### src/rtl/onehot_decoder_seq.sv
// Streaming binary-index to one-hot decoder: a small FIFO feeds a registered
// one-hot output stage, with a sticky mask of every line delivered.
module onehot_decoder_seq #(
  parameter  int IDX_W = 3,
  parameter  int DEPTH = 2,
  localparam int OUT_W = 2 ** IDX_W,
  localparam int LVL_W = $clog2(DEPTH + 2)
) (
  input  logic             clk,
  input  logic             rst_n,
  input  logic             i_en,
  input  logic             i_in_valid,
  output logic             o_in_ready,
  input  logic [IDX_W-1:0] i_in_idx,
  output logic             o_out_valid,
  input  logic             i_out_ready,
  output logic [OUT_W-1:0] o_out,
  output logic [OUT_W-1:0] o_mask,
  input  logic             i_clr_mask,
  output logic [LVL_W-1:0] o_level
);

  localparam int PTR_W = (DEPTH > 1) ? $clog2(DEPTH) : 1;
  localparam int CNT_W = $clog2(DEPTH + 1);

  logic [IDX_W-1:0] r_mem [DEPTH];
  logic [PTR_W-1:0] r_wr_ptr;
  logic [PTR_W-1:0] r_rd_ptr;
  logic [CNT_W-1:0] r_count;
  logic [OUT_W-1:0] r_out;
  logic             r_out_valid;
  logic [OUT_W-1:0] r_mask;
  logic [LVL_W-1:0] r_level;

  logic             w_full;
  logic             w_nonempty;
  logic             w_push;
  logic             w_load;
  logic             w_deliver;
  logic [IDX_W-1:0] w_head;
  logic [OUT_W-1:0] w_decoded;
  logic [CNT_W-1:0] w_count_nxt;
  logic             w_valid_nxt;
  logic [LVL_W-1:0] w_level_nxt;
  logic [OUT_W-1:0] w_mask_nxt;

  // Intake looks only at the FIFO's own fullness, never at a same-cycle pop,
  // so in_ready has no path from out_ready.
  assign w_full     = (r_count == CNT_W'(DEPTH));
  assign w_nonempty = (r_count != '0);
  assign o_in_ready = i_en && !w_full;
  assign w_push     = i_in_valid && o_in_ready;
  assign w_deliver  = r_out_valid && i_out_ready;
  assign w_load     = i_en && w_nonempty && (!r_out_valid || i_out_ready);
  assign w_head     = r_mem[r_rd_ptr];
  assign w_decoded  = OUT_W'(1) << w_head;

  always_comb begin
    w_count_nxt = r_count;
    if (w_push && !w_load) begin
      w_count_nxt = r_count + CNT_W'(1);
    end else if (!w_push && w_load) begin
      w_count_nxt = r_count - CNT_W'(1);
    end

    w_valid_nxt = r_out_valid;
    if (w_load) begin
      w_valid_nxt = 1'b1;
    end else if (w_deliver) begin
      w_valid_nxt = 1'b0;
    end

    w_level_nxt = LVL_W'(w_count_nxt) + LVL_W'(w_valid_nxt);
    w_mask_nxt  = (i_clr_mask ? '0 : r_mask) | (w_deliver ? r_out : '0);
  end

  // Storage needs no reset: resetting the pointers and count discards it.
  always_ff @(posedge clk) begin
    if (w_push) begin
      r_mem[r_wr_ptr] <= i_in_idx;
    end
  end

  always_ff @(posedge clk or negedge rst_n) begin
    if (!rst_n) begin
      r_wr_ptr <= '0;
      r_rd_ptr <= '0;
      r_count  <= '0;
    end else begin
      if (w_push) begin
        r_wr_ptr <= r_wr_ptr + PTR_W'(1);
      end
      if (w_load) begin
        r_rd_ptr <= r_rd_ptr + PTR_W'(1);
      end
      r_count <= w_count_nxt;
    end
  end

  // The output word is forced to zero whenever it is not valid.
  always_ff @(posedge clk or negedge rst_n) begin
    if (!rst_n) begin
      r_out       <= '0;
      r_out_valid <= 1'b0;
      r_mask      <= '0;
      r_level     <= '0;
    end else begin
      if (w_load) begin
        r_out <= w_decoded;
      end else if (w_deliver) begin
        r_out <= '0;
      end
      r_out_valid <= w_valid_nxt;
      r_mask      <= w_mask_nxt;
      r_level     <= w_level_nxt;
    end
  end

  assign o_out       = r_out;
  assign o_out_valid = r_out_valid;
  assign o_mask      = r_mask;
  assign o_level     = r_level;

endmodule

### config.mk
export PLATFORM = sky130hd
export DESIGN_NAME = onehot_decoder_seq
export DESIGN_NICKNAME = d
export VERILOG_FILES = /design/src/rtl/onehot_decoder_seq.sv
export SDC_FILE = /design/constraint.sdc
export NUM_CORES = 1
export LEC_CHECK = 0
export BUFFER_PORTS_ARGS = -buffer_cell sky130_fd_sc_hd__clkbuf_2
export CORE_UTILIZATION = 51
export CTS_CLUSTER_DIAMETER = 100
export DETAILED_ROUTE_END_ITERATION = 12
export PLACE_DENSITY_LB_ADDON = 0.05
export SETUP_SLACK_MARGIN = 0.1
export SLEW_MARGIN = 20
export SYNTH_ARGS = -nofsm -noshare
export SYNTH_HDL_FRONTEND = slang
export SYNTH_SLANG_ARGS = --single-unit
### constraint.sdc
create_clock -name clk -period 2.6 [get_ports clk]
set_input_delay 0.13 -clock clk [delete_from_list [all_inputs] [get_ports clk]]
set_output_delay 0.13 -clock clk [all_outputs]
set_load 0.005 [all_outputs]
==> summary.md <==
| Metric | Value |
|---|---|
| Status | `completed` |
| Core area | `0.00223 mm2` |
| Post-CTS clock slew at the launch and capture registers of the worst setup and hold paths | `0.09 ns` |
| Chip width | `51.1 um` |
| Placer's final routability congestion estimate | `0.740` |
| #FFs+latches synth | `29` |
| Slowest stage delay, CP | `0.37 ns` |
| TritonCTS clock tree | `yes` |
| Wire length of the first global-routing pass | `3.48 mm` |
| Relative contribution of sequential cells to total power | `43.3%` |
| Portion of total power attributed to combinational logic | `32.4%` |
| Via count of the first global-routing pass | `796` |
| Global-route total usage across every layer | `19.0%` |
| Detail Placement HPWL | `1.56 mm` |
| Number of iterations in the first detailed-routing pass | `4` |
| Synthesized-area fraction occupied by and/or/nand/nor cells | `11.7%` |
| Slowest CP cell | `dfrtp_1` |
| Leak Pwr | `0.722 nW` |
| Max Clock Skew | `0.0131 ns` |
| Transition time at the pin with the least slew margin | `0.556 ns` |
| Number of antenna violations at the first check in global routing | `0` |
| Cell area after placement | `0.00139 mm2` |
| Cts bufs inserted | `5` |
| Unrepaired setup endpoints after global routing | `false` |
| Worst-path fanout max | `4` |
| Top-area cell type share of the netlist area | `46.9%` |
| Top Family by Delay on Critical Path | `simple AND/OR/NAND/NOR gates` |
| Longest Clk Path Bufs | `2` |
| Final instance area | `0.00152 mm2` |
| Clock root cell | `clkbuf_4` |
| Share of power burned in the clock network | `24.3%` |
| Top cells by area in the synthesized netlist | `dfrtp_1 (47%), edfxtp_1 (15%), a32o_1 (6.5%)` |
| Initial detailed-routing violation count | `6` |
| Final std cells w/o fill | `168` |
| Synthesized netlist net count | `114` |
| Worst path arrival time | `2.23 ns` |
| Multiplexer fraction of the synthesized cell area | `0.815%` |
| Internal power summed over all cells | `1.05 mW` |
| Final hold violation count | `0` |
| WS Path Type | `reg2reg` |
| Die Span Y | `51.1 um` |
| Number of H-tree branching levels | `2` |
| Worst min-delay path category | `in2reg` |
| Port-buffer cells | `28` |
| Wire length reported by the detailed router | `2.13 mm` |
| Unique cell type count in the Yosys netlist | `28` |
| Antenna-violating nets left | `0` |
| Starting Density | `55.0%` |
| Number of cells after detailed placement | `156` |
| Endpoints failing setup | `0` |
| Fraction of power spent switching nets | `32.0%` |
| Number of buffer and inverter stages on the critical path | `1` |
| Critical path launch point type | `flip-flop` |
| Utilization of the core after routing | `68.0%` |
| Synth warnings | `0` |
| Combinational family with the most area after synthesis | `compound AO/OA/AOI/OAI gates` |
| Complex-gate fraction of the synthesized area | `15.3%` |
| Floorplan die area | `0.00261 mm2` |
| Per-cell routed wire length | `12.7 um` |
| Area share of fa/ha/maj cells after synthesis | `3.06%` |
| Total negative setup slack | `0 ns` |
| Most frequent cells in the layout | `clkbuf_2 (28), dfrtp_1 (23), inv_1 (13), nand2_1 (11), o21ai_0 (9)` |
| Post-Synth XOR/XNOR Area | `2.85%` |
| Number of placement rows | `17` |
| Most area-hungry cell type in the Yosys netlist | `dfrtp_1` |
| Remaining global-route overflow | `0` |
| Worst-path cell chain | `inv_1 > ha_1 > nand3b_1 > a21oi_1 > and2b_2 > xnor2_1 > ha_1 > xor2_1` |
| Leading cell type in the layout, fill and taps excluded | `clkbuf_2` |
| Final routed DRC violation total | `0` |
| Post-synthesis instance area | `0.00123 mm2` |
| Critical path required time | `2.79 ns` |
| Total clock sinks | `29` |
| Max capacitance violation total | `0` |
| Count of nets after finishing | `151` |
| Least setup slack across all paths after layout | `0.566 ns` |
| Clock network latency to the later pin of the worst-skew pair | `0.32 ns` |
| Power density cells | `1020 mW/mm2` |
| Capturing element type of the critical path | `flip-flop` |
| Maximum resistive drop on vdd | `0.838 mV` |
| Cell repeated most along the worst path | `ha_1` |
| P_sw | `496 uW` |
| Headroom to the max-slew limit | `62.9%` |
| Count of pins over their slew limit | `0` |
| Achievable clock frequency | `0.492 GHz` |
| Share of the clock period used by the worst path after layout | `78.2%` |
| Final worst path period need | `2.03 ns` |
| Antenna cell count | `0` |
| Gate Count Post-Synth | `102` |
| Worst slack at placement | `0.607 ns` |
| Sequential-to-total area share from yosys stat | `61.6%` |
| Mapped Avg Cell Area | `12.0 um2` |
| Number of top-level design ports | `29` |
| Relative area change from synthesis to final layout | `23.8%` |
| Number of vias per cell after detailed routing | `5.27` |
| Share of final-layout standard cells stronger than drive strength 1 | `30.0%` |
| Total via count after detailed routing | `886` |
| Maximum number of pins on one net before global-route repair | `24` |
[area by class of cell]
type                    count  area, um2
inverters                  13       48.8
fillers                   171        714
repair buffers             32        180
flip-flops and latches     29        756
well taps                  28       35.0
clock inverters             1       30.0
multi-input cells          58        414
clock buffers               7       55.1
[layer usage]
metal	vias up	share of wire (%)	GRT usage, %
met5	-	0	0
met4	0	1.4	8.33
met3	4	4.8	7.14
met2	27	49	30.5
met1	425	45	22.6
li1	430	-	-
[power groups by stage]
| stage | clock [mW] | combinational, mW | sequential [mW] |
|---|---|---|---|
| after floorplan | 0 | 0.356 | 0.662 |
| after CTS | 0.382 | 0.508 | 0.670 |
| after global placement | 0 | 0.478 | 0.676 |
| final | 0.375 | 0.501 | 0.671 |
| after detailed placement | 0 | 0.492 | 0.680 |
| after global routing | 0.403 | 0.557 | 0.685 |
[worst paths after layout]
kind	start	to	slack (ns)	cells past startpoint
setup / recovery	r_count[0]	o_level[1]	0.57	8
hold / removal	i_clr_mask	o_mask[2]	0.1	2
setup reg to reg	r_count[0]	o_level[1]	0.57	8
hold reg to reg	r_wr_ptr	r_wr_ptr	0.50	1
max in group asynchronous	rst_n	r_count[1]	1.89	2
min in group asynchronous	rst_n	o_mask[2]	0.33	2
[metrics by stage]
| step | power (mW) | hold slack, ns |
|---|---|---|
| after global placement | 1.15 | 0.139 |
| after detailed placement | 1.17 | 0.149 |
| after floorplan | 1.02 | -0.166 |
| final | 1.55 | 0.0955 |
| after global routing | 1.64 | 0.105 |
| after CTS | 1.56 | 0.0943 |
[state kept, by name, summed over array words and instances, names as in the netlist]
register / flops
o_mask: 8
r_count: 2
r_mem: 6
o_out_valid: 1
r_wr_ptr: 1
o_level: 2
o_out: 8
r_rd_ptr: 1
[worst reg2reg max path, stage by stage (launching register included)]
cell	delay, ns
dfrtp_1	0.37
inv_1	0.07
ha_1	0.21
nand3b_1	0.24
a21oi_1	0.25
and2b_2	0.25
xnor2_1	0.15
ha_1	0.23
xor2_1	0.16
[cell families after synthesis]
group	count (synthesis)
and+or+nand+nor	26
muxes	1
AOI/OAI and AO/OA	24
adders and majority gates	3
DFF	29
xor gates and xnor gates	4
buffers and inverters	15
[synthesized netlist by cell type]
cell type   n
o32ai_1     2
clkbuf_1    1
and3_1      1
mux2i_1     1
xnor2_1     3
nand2_2     1
nand2b_2    1
buf_2       1
nand3b_1    1
edfxtp_1    6
xor2_1      1
a32o_1      8
nand2_1    11
and2_1      1
a21oi_1     1
dfrtp_1    23
and2b_2     1
and3_2      1
o22ai_4     1
ha_1        3
o21ai_0     9
nand2b_1    2
nor2_1      4
inv_1      13
o22ai_1     2
nand3_2     1
nor2b_4     1
a21o_1      1
[timing repair]
| action | 4_1_cts | 5_1_grt |
|---|---|---|
| hold buffers | 4 | 0 |
| buffers inserted | 0 | 0 |
| gates resized for setup | 0 | 0 |
| hold endpoints to repair | 29 | 0 |
Note: power is estimated with default switching activity, not from simulation.
